**src/rtl/alu_muldiv.sv**
```systemverilog
// RV32I ALU plus RV M-extension with handshaked iterative multiply/divide.
// ALU_MULDIV_FAST_MUL_EN: single-cycle combinational multiply; divide stays iterative.
// state | meaning
// IDLE  | ready for a request
// BUSY  | WIDTH shift-add / restoring-divide steps
// DONE  | result valid, waiting for out_ready
module alu_muldiv #(
  parameter int WIDTH = 32,
  localparam int SHW = $clog2(WIDTH)
) (
  input  logic             clk,
  input  logic             rst_n,
  input  logic             flush,
  input  logic             in_valid,
  output logic             in_ready,
  input  logic [4:0]       op,
  input  logic [WIDTH-1:0] op_a,
  input  logic [WIDTH-1:0] op_b,
  output logic             out_valid,
  input  logic             out_ready,
  output logic [WIDTH-1:0] result,
  output logic             busy
);

  typedef enum logic [1:0] {S_IDLE, S_BUSY, S_DONE} state_t;

  localparam logic [WIDTH-1:0] MIN_NEG = {1'b1, {(WIDTH-1){1'b0}}};

  state_t               state_q, state_d;
  logic [SHW-1:0]       cnt_q, cnt_d;
  logic [2*WIDTH-1:0]   acc_q, acc_d;
  logic [WIDTH-1:0]     opb_q, opb_d;
  logic [2:0]           fn_q, fn_d;
  logic                 negq_q, negq_d, negr_q, negr_d;
  logic [WIDTH-1:0]     result_q, result_d;

  logic                 accept, is_div, sgn_a_en, sgn_b_en, sgn_a, sgn_b;
  logic                 div_zero, div_ovf, mul_fast;
  logic [WIDTH-1:0]     mag_a, mag_b, base_res, fast_res, quot_s, rem_s, fin_res;
  logic [WIDTH:0]       sum, rs, diff;
  logic [2*WIDTH-1:0]   mul_nxt, div_nxt, step, prod_s;

  assign accept    = in_valid && (state_q == S_IDLE) && !flush;
  assign is_div    = op[2];
  assign sgn_a_en  = is_div ? ~op[0] : (op[1:0] == 2'b01 || op[1:0] == 2'b10);
  assign sgn_b_en  = is_div ? ~op[0] : (op[1:0] == 2'b01);
  assign sgn_a     = sgn_a_en & op_a[WIDTH-1];
  assign sgn_b     = sgn_b_en & op_b[WIDTH-1];
  assign mag_a     = sgn_a ? ('0 - op_a) : op_a;
  assign mag_b     = sgn_b ? ('0 - op_b) : op_b;
  assign div_zero  = (op_b == '0);
  assign div_ovf   = ~op[0] && (op_a == MIN_NEG) && (op_b == '1);

  always_comb begin
    base_res = '0;
    case (op[3:0])
      4'b0000: base_res = op_a + op_b;
      4'b1000: base_res = op_a - op_b;
      4'b0001: base_res = op_a << op_b[SHW-1:0];
      4'b0010: base_res = {{(WIDTH-1){1'b0}}, $signed(op_a) < $signed(op_b)};
      4'b0011: base_res = {{(WIDTH-1){1'b0}}, op_a < op_b};
      4'b0100: base_res = op_a ^ op_b;
      4'b0101: base_res = op_a >> op_b[SHW-1:0];
      4'b1101: base_res = $unsigned($signed(op_a) >>> op_b[SHW-1:0]);
      4'b0110: base_res = op_a | op_b;
      4'b0111: base_res = op_a & op_b;
      4'b1110: base_res = op_a;
      4'b1111: base_res = op_b;
      default: base_res = '0;
    endcase
  end

`ifdef ALU_MULDIV_FAST_MUL_EN
  logic signed [WIDTH:0]     fa, fb;
  logic signed [2*WIDTH-1:0] fp;
  assign fa       = {sgn_a_en & op_a[WIDTH-1], op_a};
  assign fb       = {sgn_b_en & op_b[WIDTH-1], op_b};
  assign fp       = (2*WIDTH)'(fa) * (2*WIDTH)'(fb);
  assign fast_res = (op[1:0] == 2'b00) ? fp[WIDTH-1:0] : fp[2*WIDTH-1:WIDTH];
  assign mul_fast = 1'b1;
`else
  assign fast_res = '0;
  assign mul_fast = 1'b0;
`endif

  // acc_q = {partial product | remainder, multiplier | dividend->quotient}
  assign sum     = {1'b0, acc_q[2*WIDTH-1:WIDTH]} + (acc_q[0] ? {1'b0, opb_q} : '0);
  assign mul_nxt = {sum, acc_q[WIDTH-1:1]};
  assign rs      = {acc_q[2*WIDTH-1:WIDTH], acc_q[WIDTH-1]};
  assign diff    = rs - {1'b0, opb_q};
  assign div_nxt = {diff[WIDTH] ? rs[WIDTH-1:0] : diff[WIDTH-1:0],
                    acc_q[WIDTH-2:0], ~diff[WIDTH]};
  assign step    = fn_q[2] ? div_nxt : mul_nxt;

  assign prod_s  = negq_q ? ('0 - step) : step;
  assign quot_s  = negq_q ? ('0 - step[WIDTH-1:0]) : step[WIDTH-1:0];
  assign rem_s   = negr_q ? ('0 - step[2*WIDTH-1:WIDTH]) : step[2*WIDTH-1:WIDTH];
  assign fin_res = fn_q[2] ? (fn_q[1] ? rem_s : quot_s)
                           : ((fn_q[1:0] == 2'b00) ? prod_s[WIDTH-1:0]
                                                   : prod_s[2*WIDTH-1:WIDTH]);

  always_comb begin
    state_d  = state_q;
    cnt_d    = cnt_q;
    acc_d    = acc_q;
    opb_d    = opb_q;
    fn_d     = fn_q;
    negq_d   = negq_q;
    negr_d   = negr_q;
    result_d = result_q;
    case (state_q)
      S_IDLE: begin
        if (accept) begin
          fn_d    = op[2:0];
          state_d = S_DONE;
          if (!op[4]) begin
            result_d = base_res;
          end else if (is_div && div_zero) begin
            result_d = op[1] ? op_a : '1;
          end else if (is_div && div_ovf) begin
            result_d = op[1] ? '0 : MIN_NEG;
          end else if (!is_div && mul_fast) begin
            result_d = fast_res;
          end else begin
            acc_d   = {{WIDTH{1'b0}}, mag_a};
            opb_d   = mag_b;
            negq_d  = sgn_a ^ sgn_b;
            negr_d  = sgn_a;
            cnt_d   = '0;
            state_d = S_BUSY;
          end
        end
      end
      S_BUSY: begin
        acc_d = step;
        cnt_d = cnt_q + SHW'(1);
        if (cnt_q == SHW'(WIDTH-1)) begin
          result_d = fin_res;
          cnt_d    = '0;
          state_d  = S_DONE;
        end
      end
      S_DONE: if (out_ready) state_d = S_IDLE;
      default: state_d = S_IDLE;
    endcase
    if (flush) begin
      state_d  = S_IDLE;
      cnt_d    = '0;
      result_d = result_q;
    end
  end

  always_ff @(posedge clk or negedge rst_n) begin
    if (!rst_n) begin
      state_q  <= S_IDLE;
      cnt_q    <= '0;
      acc_q    <= '0;
      opb_q    <= '0;
      fn_q     <= '0;
      negq_q   <= 1'b0;
      negr_q   <= 1'b0;
      result_q <= '0;
    end else begin
      state_q  <= state_d;
      cnt_q    <= cnt_d;
      acc_q    <= acc_d;
      opb_q    <= opb_d;
      fn_q     <= fn_d;
      negq_q   <= negq_d;
      negr_q   <= negr_d;
      result_q <= result_d;
    end
  end

  assign in_ready  = (state_q == S_IDLE);
  assign busy      = (state_q != S_IDLE);
  assign out_valid = (state_q == S_DONE);
  assign result    = result_q;

endmodule

```
**config.mk**
```make
export PLATFORM = sky130hd
export DESIGN_NAME = alu_muldiv
export DESIGN_NICKNAME = d
export VERILOG_FILES = /design/src/rtl/alu_muldiv.sv
export SDC_FILE = /design/constraint.sdc
export NUM_CORES = 1
export LEC_CHECK = 0
export ABC_AREA = 0
export CAP_MARGIN = 40
export CORE_MARGIN = 2
export CORE_UTILIZATION = 25
export DETAILED_ROUTE_END_ITERATION = 16
export SYNTH_ARGS = -nofsm -noshare
export SYNTH_HDL_FRONTEND = slang
export SYNTH_SLANG_ARGS = --single-unit
```
**constraint.sdc**
```tcl
create_clock -name clk -period 6.9 [get_ports clk]
set_input_delay 0.69 -clock clk [delete_from_list [all_inputs] [get_ports clk]]
set_output_delay 0.69 -clock clk [all_outputs]
set_load 0.02 [all_outputs]
```
==> flow_metrics.py, run 1 <==
metrics = {
    "setup_path": {
        "critPathLaunch": "acc_q[31]$_DFFE_PN0P_",
        "worstSetupEndpoint": "result[20]$_DFFE_PN0P_",
        "reg2reg_slack_ns": 0.72,
        "rr_worst_depth": 20,
        "cp_max_fo": 6,
        "critPathKind": "reg2reg",
        "crit_path_end_kind": "flip-flop",
        "critical_path.startpoint_type": "flip-flop",
        "arrival_ns": 6.51,
        "worstReg2RegStart": "acc_q[31]$_DFFE_PN0P_",
        "cp.required_ns": 7.23,
        "timing.rr.end": "result[20]$_DFFE_PN0P_",
    },
    "detailed_routing": {
        "dr.pass1.iters": 7,
        "vias": 28920,
        "drt_iter0_drc": 4574,
        "wl_per_cell_um": 27.8,
        "ant_nets": 0,
        "drc": 0,
        "drt-total-wl_um": 131000,
        "vias_per_cell": 6.15,
    },
    "floorplan": {
        "pin_count": 109,
        "die_area_um2": 98800,
        "die_y_um": 314,
        "start_util_pct": 25.3,
        "core-area_um2": 95300,
        "die_w_um": 314,
        "fp-row-count": 113,
    },
    "yosys": {
        "synth-edff-count": 0,
        "yosys.area_share.adder_pct": 9.27,
        "synth_mux_area_share_pct": 7.17,
        "synth-seq-cells": 140,
        "synth_compound_area_share_pct": 33.4,
        "yosys_warnings": 0,
        "synth_area_um2": 24100,
        "synthXorXnorAreaFrac_pct": 6.55,
        "async_flop_share_pct": 100,
        "seq_area_frac_synth_pct": 14.5,
        "avgSynthCellArea_um2": 7.06,
        "ys_types": 97,
        "syn_inst": 3411,
        "yosys.area_share.simple_pct": 22.0,
        "synth_flop_cell": "dfrtp_1",
        "synth_fp_nets": 3661,
        "synth_top_family_by_area": "compound AO/OA/AOI/OAI gates",
    },
    "power": {
        "combPwrFrac_pct": 74.4,
        "swShare_pct": 57.5,
        "peakVddDrop_mv": 0.226,
        "p_leak_nw": 10.8,
        "powerDensity_nw_per_um2": 353,
        "p_clk_share_pct": 10.0,
        "pwr-share-seq_pct": 15.6,
        "p_sw_mw": 5.58,
        "cell_internal_pwr_mw": 4.13,
    },
    "status": {
        "status": "finished clean",
    },
    "sta": {
        "fin_setup_tns_ns": 0,
        "worst_slack_ns": 0.723,
        "tightest_slew_ns": 0.953,
        "drv_slew": 0,
        "setup_violations": 0,
        "grt_setup_unrepaired": "no",
        "finalCriticalPeriod_ns": 6.18,
        "final.period_utilization_pct": 89.5,
        "slew_headroom_pct": 36.0,
        "hold_viol": 0,
        "skew_ns": 0.0179,
        "fmax_ghz": 0.162,
    },
    "clocking": {
        "clkTransAtPathRegs_ns": 0.07,
        "htreeDepth": 4,
        "cts_resized": 0,
        "clockBufferDepth": 2,
        "cts.sinks": 140,
        "cts_tree": "yes",
        "cts_made_buffers": 17,
        "clkLatencyLatePin_ns": 0.47,
        "cts_hold_buffers": 0,
        "cts_setup_buffers": 0,
        "cts-root-buf": "clkbuf_16",
    },
    "placed_design": {
        "io_buffers": 108,
        "dp_hpwl_um": 103000,
        "dp_slack_ns": 0.643,
        "gp_congestion": 1.05,
    },
    "worst_hold_path": {
        "hp-class": "in2async",
    },
    "finish": {
        "final_cell_mix": "o21ai_0 (327), nor2_1 (320), nand2_1 (313)",
        "drive_gt1_share_pct": 8.50,
        "layout.nets": 3671,
        "area_growth_pct": 14.1,
        "layout_commonest_cell": "o21ai_0",
    },
    "grt": {
        "grt_pass1_wl_um": 188000,
        "globalRouteTotalUtil_pct": 25.6,
        "grt_pass1_vias": 26751,
        "grt_max_degree": 85,
        "antenna_found_initial": 12,
        "grt-ovfl-total": 0,
    },
    "job": {
        "maxCapViolations": 0,
    },
}
## worst min path at each step
stage / start / slack (ns) / endpoint / cells after the start
CTS: rst_n / 0.25 / opb_q[5]$_DFFE_PN0P_ / 2
floorplan: rst_n / 0.39 / acc_q[0]$_DFFE_PN0P_ / 0
detailed placement: result[1]$_DFFE_PN0P_ / 0.48 / result[1]$_DFFE_PN0P_ / 2
global placement: result[4]$_DFFE_PN0P_ / 0.47 / result[4]$_DFFE_PN0P_ / 2
global route: rst_n / 0.27 / opb_q[5]$_DFFE_PN0P_ / 2
finish: rst_n / 0.24 / opb_q[4]$_DFFE_PN0P_ / 2
## power by group through the flow
| stage | sequential, mW | combinational [mW] | clock, mW |
|---|---|---|---|
| final | 1.51 | 7.23 | 0.971 |
| after global routing | 1.54 | 7.72 | 1.01 |
| after CTS | 1.49 | 7.00 | 0.978 |
| after detailed placement | 1.50 | 6.94 | 0 |
| after global placement | 1.50 | 6.95 | 0 |
| after floorplan | 1.37 | 4.71 | 0 |
## sequential cells by signal, indices dropped and copies added (netlist names)
name     flops
negq_q       1
fn_q         3
negr_q       1
opb_q       32
result      32
cnt_q        5
acc_q       64
state_q      2
## metal layers
layer	up-vias	track usage (%)	part of all wire, %
li1	12671	-	-
met1	13910	35.7	41
met2	2023	38.1	42
met3	310	4.77	12
met4	6	11.5	5.2
met5	-	0	0.031
## area by class of cell
cell class                      instances  area, um^2
Multi-Input combinational cell       2832       18900
Timing Repair Buffer                  252        2200
Antenna cell                            1        2.50
Tap cell                             1265        1580
Sequential cell                       140        3510
Clock inverter                         14         145
Clock buffer                           18         439
Fill cell                           10503       67800
Inverter                              178         668
## cell usage after synthesis, types with 25 or more instances
library cell / instances / area (um^2)
o21ai_0: 328 / 1640
nor2_1: 321 / 1200
nand2_1: 314 / 1180
a21oi_1: 254 / 1270
clkbuf_1: 204 / 766
inv_1: 177 / 664
ha_1: 172 / 2150
dfrtp_1: 140 / 3500
xnor2_1: 132 / 1160
nand3_1: 105 / 526
mux2i_1: 97 / 971
nor3_1: 88 / 440
a221oi_1: 73 / 639
and2_1: 56 / 350
a21o_1: 48 / 360
xor2_1: 48 / 420
o31ai_1: 47 / 353
a211oi_1: 46 / 345
nand4_1: 45 / 282
o211ai_1: 42 / 315
a31oi_1: 38 / 238
o22ai_1: 34 / 213
buf_1: 32 / 120
nor4_1: 31 / 194
nand2b_1: 28 / 175
a211o_1: 26 / 228
o41ai_1: 26 / 228
mux2_2: 25 / 282
or3_1: 25 / 156
## through the flow
step / hold slack [ns] / cells / util (%) / instance area, um^2 / power [mW]
after floorplan: 0.394 / 3411 / - / 24100 / 6.08
after global placement: 0.475 / 4651 / 28.0 / 26700 / 8.45
after detailed placement: 0.478 / 4666 / 28.2 / 26900 / 8.44
after CTS: 0.250 / 4698 / 28.8 / 27500 / 9.47
after global routing: 0.269 / 4699 / 28.8 / 27500 / 10.3
final: 0.237 / 4700 / 28.8 / 27500 / 9.71
## critical path: stages, from the launching register on
cell      delay (ns)
dfrtp_1         0.46
inv_1           0.09
ha_1            0.19
inv_1           0.06
fa_1            0.44
nand3_1         0.13
a21oi_1         0.11
o211ai_1        0.41
nand2_1         0.20
or4_1           0.66
a31oi_2         0.46
ha_1            0.27
nand3_1         0.12
or2_0           0.36
nand2b_1        0.33
or2_2           0.41
nand2b_1        0.29
o31ai_1         0.32
xnor2_1         0.14
a221oi_1        0.49
nor3_1          0.11
## logic make-up after synthesis
family	Yosys count
xor+xnor	180
compound gates	1214
mux	143
buf+inv	439
simple gates	1119
fa+ha+maj	176
flops	140
(Power assumes the default switching activity.)
==> inputs of run 2 (changes only) <==
SLEW_MARGIN = 15   (was default)
==> run 2 against run 1 <==
  * Worst setup slack lost 0.00052 ns
  * Maximum frequency about the same
  * Non-clock buffer count stayed put
  * Clock power is 2.4% higher
  * Cell count about the same
  * Routed wire length fell by 0.22%
  * Hold slack got worse by 0.18 ns
  * Clock-buffer cell count unchanged
  * Highest routed layer unchanged
==> flow_metrics.py, run 2 (synthesized netlist as in run 1, its figures left out) <==
metrics = {
    "sta": {
        "slew_headroom_pct": 34.3,
        "hold_viol": 0,
        "final.period_utilization_pct": 89.5,
        "tightest_slew_ns": 0.961,
        "fmax_ghz": 0.162,
        "grt_setup_unrepaired": "no",
        "drv_slew": 0,
        "setup_violations": 0,
        "fin_setup_tns_ns": 0,
        "fin_hold_ws_ns": 0.0570,
        "skew_ns": 0.0178,
        "finalCriticalPeriod_ns": 6.18,
    },
    "detailed_routing": {
        "drt_iter0_drc": 4238,
        "drc": 0,
        "drt-total-wl_um": 130000,
        "vias_per_cell": 6.12,
        "vias": 28779,
        "ant_nets": 0,
        "dr.pass1.iters": 8,
        "wl_per_cell_um": 27.8,
    },
    "finish": {
        "layout.nets": 3671,
        "diodes": 0,
        "final_cell_mix": "o21ai_0 (327), nor2_1 (320), nand2_1 (313)",
        "top_register": "acc_q",
        "instances_no_fill": 4699,
        "area_growth_pct": 14.2,
        "largest_reg_flops": 64,
        "layout_commonest_cell": "o21ai_0",
        "drive_gt1_share_pct": 8.53,
    },
    "grt": {
        "grt_pass1_vias": 26636,
        "grt_pass1_wl_um": 188000,
        "grt_max_degree": 70,
        "grt-ovfl-total": 0,
        "antenna_found_initial": 9,
        "globalRouteTotalUtil_pct": 25.6,
    },
    "setup_path": {
        "critical_path.startpoint_type": "flip-flop",
        "rr_worst_depth": 20,
        "worstSetupEndpoint": "result[20]$_DFFE_PN0P_",
        "reg2reg_slack_ns": 0.72,
        "critPathKind": "reg2reg",
        "arrival_ns": 6.52,
        "cp.required_ns": 7.24,
        "timing.rr.end": "result[20]$_DFFE_PN0P_",
        "worstReg2RegStart": "acc_q[31]$_DFFE_PN0P_",
        "cp_max_fo": 6,
        "crit_path_end_kind": "flip-flop",
        "critPathLaunch": "acc_q[31]$_DFFE_PN0P_",
    },
    "clocking": {
        "clockBufferDepth": 2,
        "cts.sinks": 140,
        "clkLatencyLatePin_ns": 0.47,
        "cts-root-buf": "clkbuf_16",
        "cts_resized": 0,
        "clkTransAtPathRegs_ns": 0.07,
        "cts_setup_buffers": 0,
        "cts_tree": "yes",
        "htreeDepth": 4,
        "cts_made_buffers": 17,
        "cts_hold_buffers": 0,
    },
    "floorplan": {
        "pin_count": 109,
        "die_y_um": 314,
        "die_w_um": 314,
        "start_util_pct": 25.3,
        "fp-row-count": 113,
        "die_area_um2": 98800,
        "core-area_um2": 95300,
    },
    "placed_design": {
        "io_buffers": 108,
        "dp_hpwl_um": 103000,
        "dp_cells": 4666,
        "gp_congestion": 1.05,
    },
    "power": {
        "peakVddDrop_mv": 0.239,
        "powerDensity_nw_per_um2": 354,
        "p_total_mw": 9.74,
        "p_leak_nw": 10.8,
    },
    "status": {
        "status": "finished clean",
    },
    "job": {
        "maxCapViolations": 0,
    },
    "worst_hold_path": {
        "hp-class": "in2async",
    },
}
-- run 2: cell types whose count changed in the layout (fill, tap and decap cells not counted), sizes merged --
cell	previous run	this run
buf	149	150
diode	1	0
clkinv	1	6
bufinv	1	2
clkinvlp	3	1
inv	187	183
dlymetal6s2s	1	0
-- run 2: worst min path at each step --
stage                                startpoint               endpoint  slack, ns
final                                     rst_n   opb_q[5]$_DFFE_PN0P_       0.06
after global routing                      rst_n   opb_q[5]$_DFFE_PN0P_       0.06
after CTS                                 rst_n   opb_q[5]$_DFFE_PN0P_       0.06
after detailed placement  result[1]$_DFFE_PN0P_  result[1]$_DFFE_PN0P_       0.48
after global placement    result[4]$_DFFE_PN0P_  result[4]$_DFFE_PN0P_       0.47
after floorplan                           rst_n   acc_q[0]$_DFFE_PN0P_       0.39
-- run 2: cell type report --
cell class	instances	area [um^2]
inverters	178	668
clock buffers	18	439
well taps	1265	1580
clock inverters	14	159
repair buffers	252	2210
multi-input cells	2832	18900
fillers	10516	67800
flip-flops and latches	140	3510
-- run 2: critical path: stages (launching register included) --
cell      delay, ns
dfrtp_1        0.47
inv_1          0.09
ha_1           0.19
inv_1          0.06
fa_1           0.44
nand3_1        0.13
a21oi_1        0.11
o211ai_1       0.41
nand2_1        0.20
or4_1          0.66
a31oi_2        0.44
ha_1           0.26
nand3_1        0.11
or2_0          0.36
nand2b_1       0.33
or2_2          0.40
nand2b_1       0.31
o31ai_1        0.34
xnor2_1        0.16
a221oi_1       0.45
nor3_1         0.11
-- run 2: power by group --
part	switching (mW)	internal [mW]	total [mW]	leakage [nW]
clock network	0.444	0.550	0.994	0.294
logic	4.71	2.51	7.23	8.79
registers	0.421	1.09	1.51	1.72
-- run 2: through the flow --
step           instance area [um^2]  worst slack, ns  utilization [%]
2_1_floorplan                 24100             1.69                -
3_3_place_gp                  26700            0.871             28.0
3_5_place_dp                  26900            0.785             28.2
4_1_cts                       27500            0.908             28.8
5_1_grt                       27500            0.571             28.9
6_report                      27500            0.723             28.9
-- run 2: metal layers --
layer	track usage, %	wire length (um)	vias up
met2	38.0	54700	1971
met1	35.7	54500	13851
met3	4.64	14500	291
met5	0	9	-
met4	11.8	6750	2
li1	-	-	12664
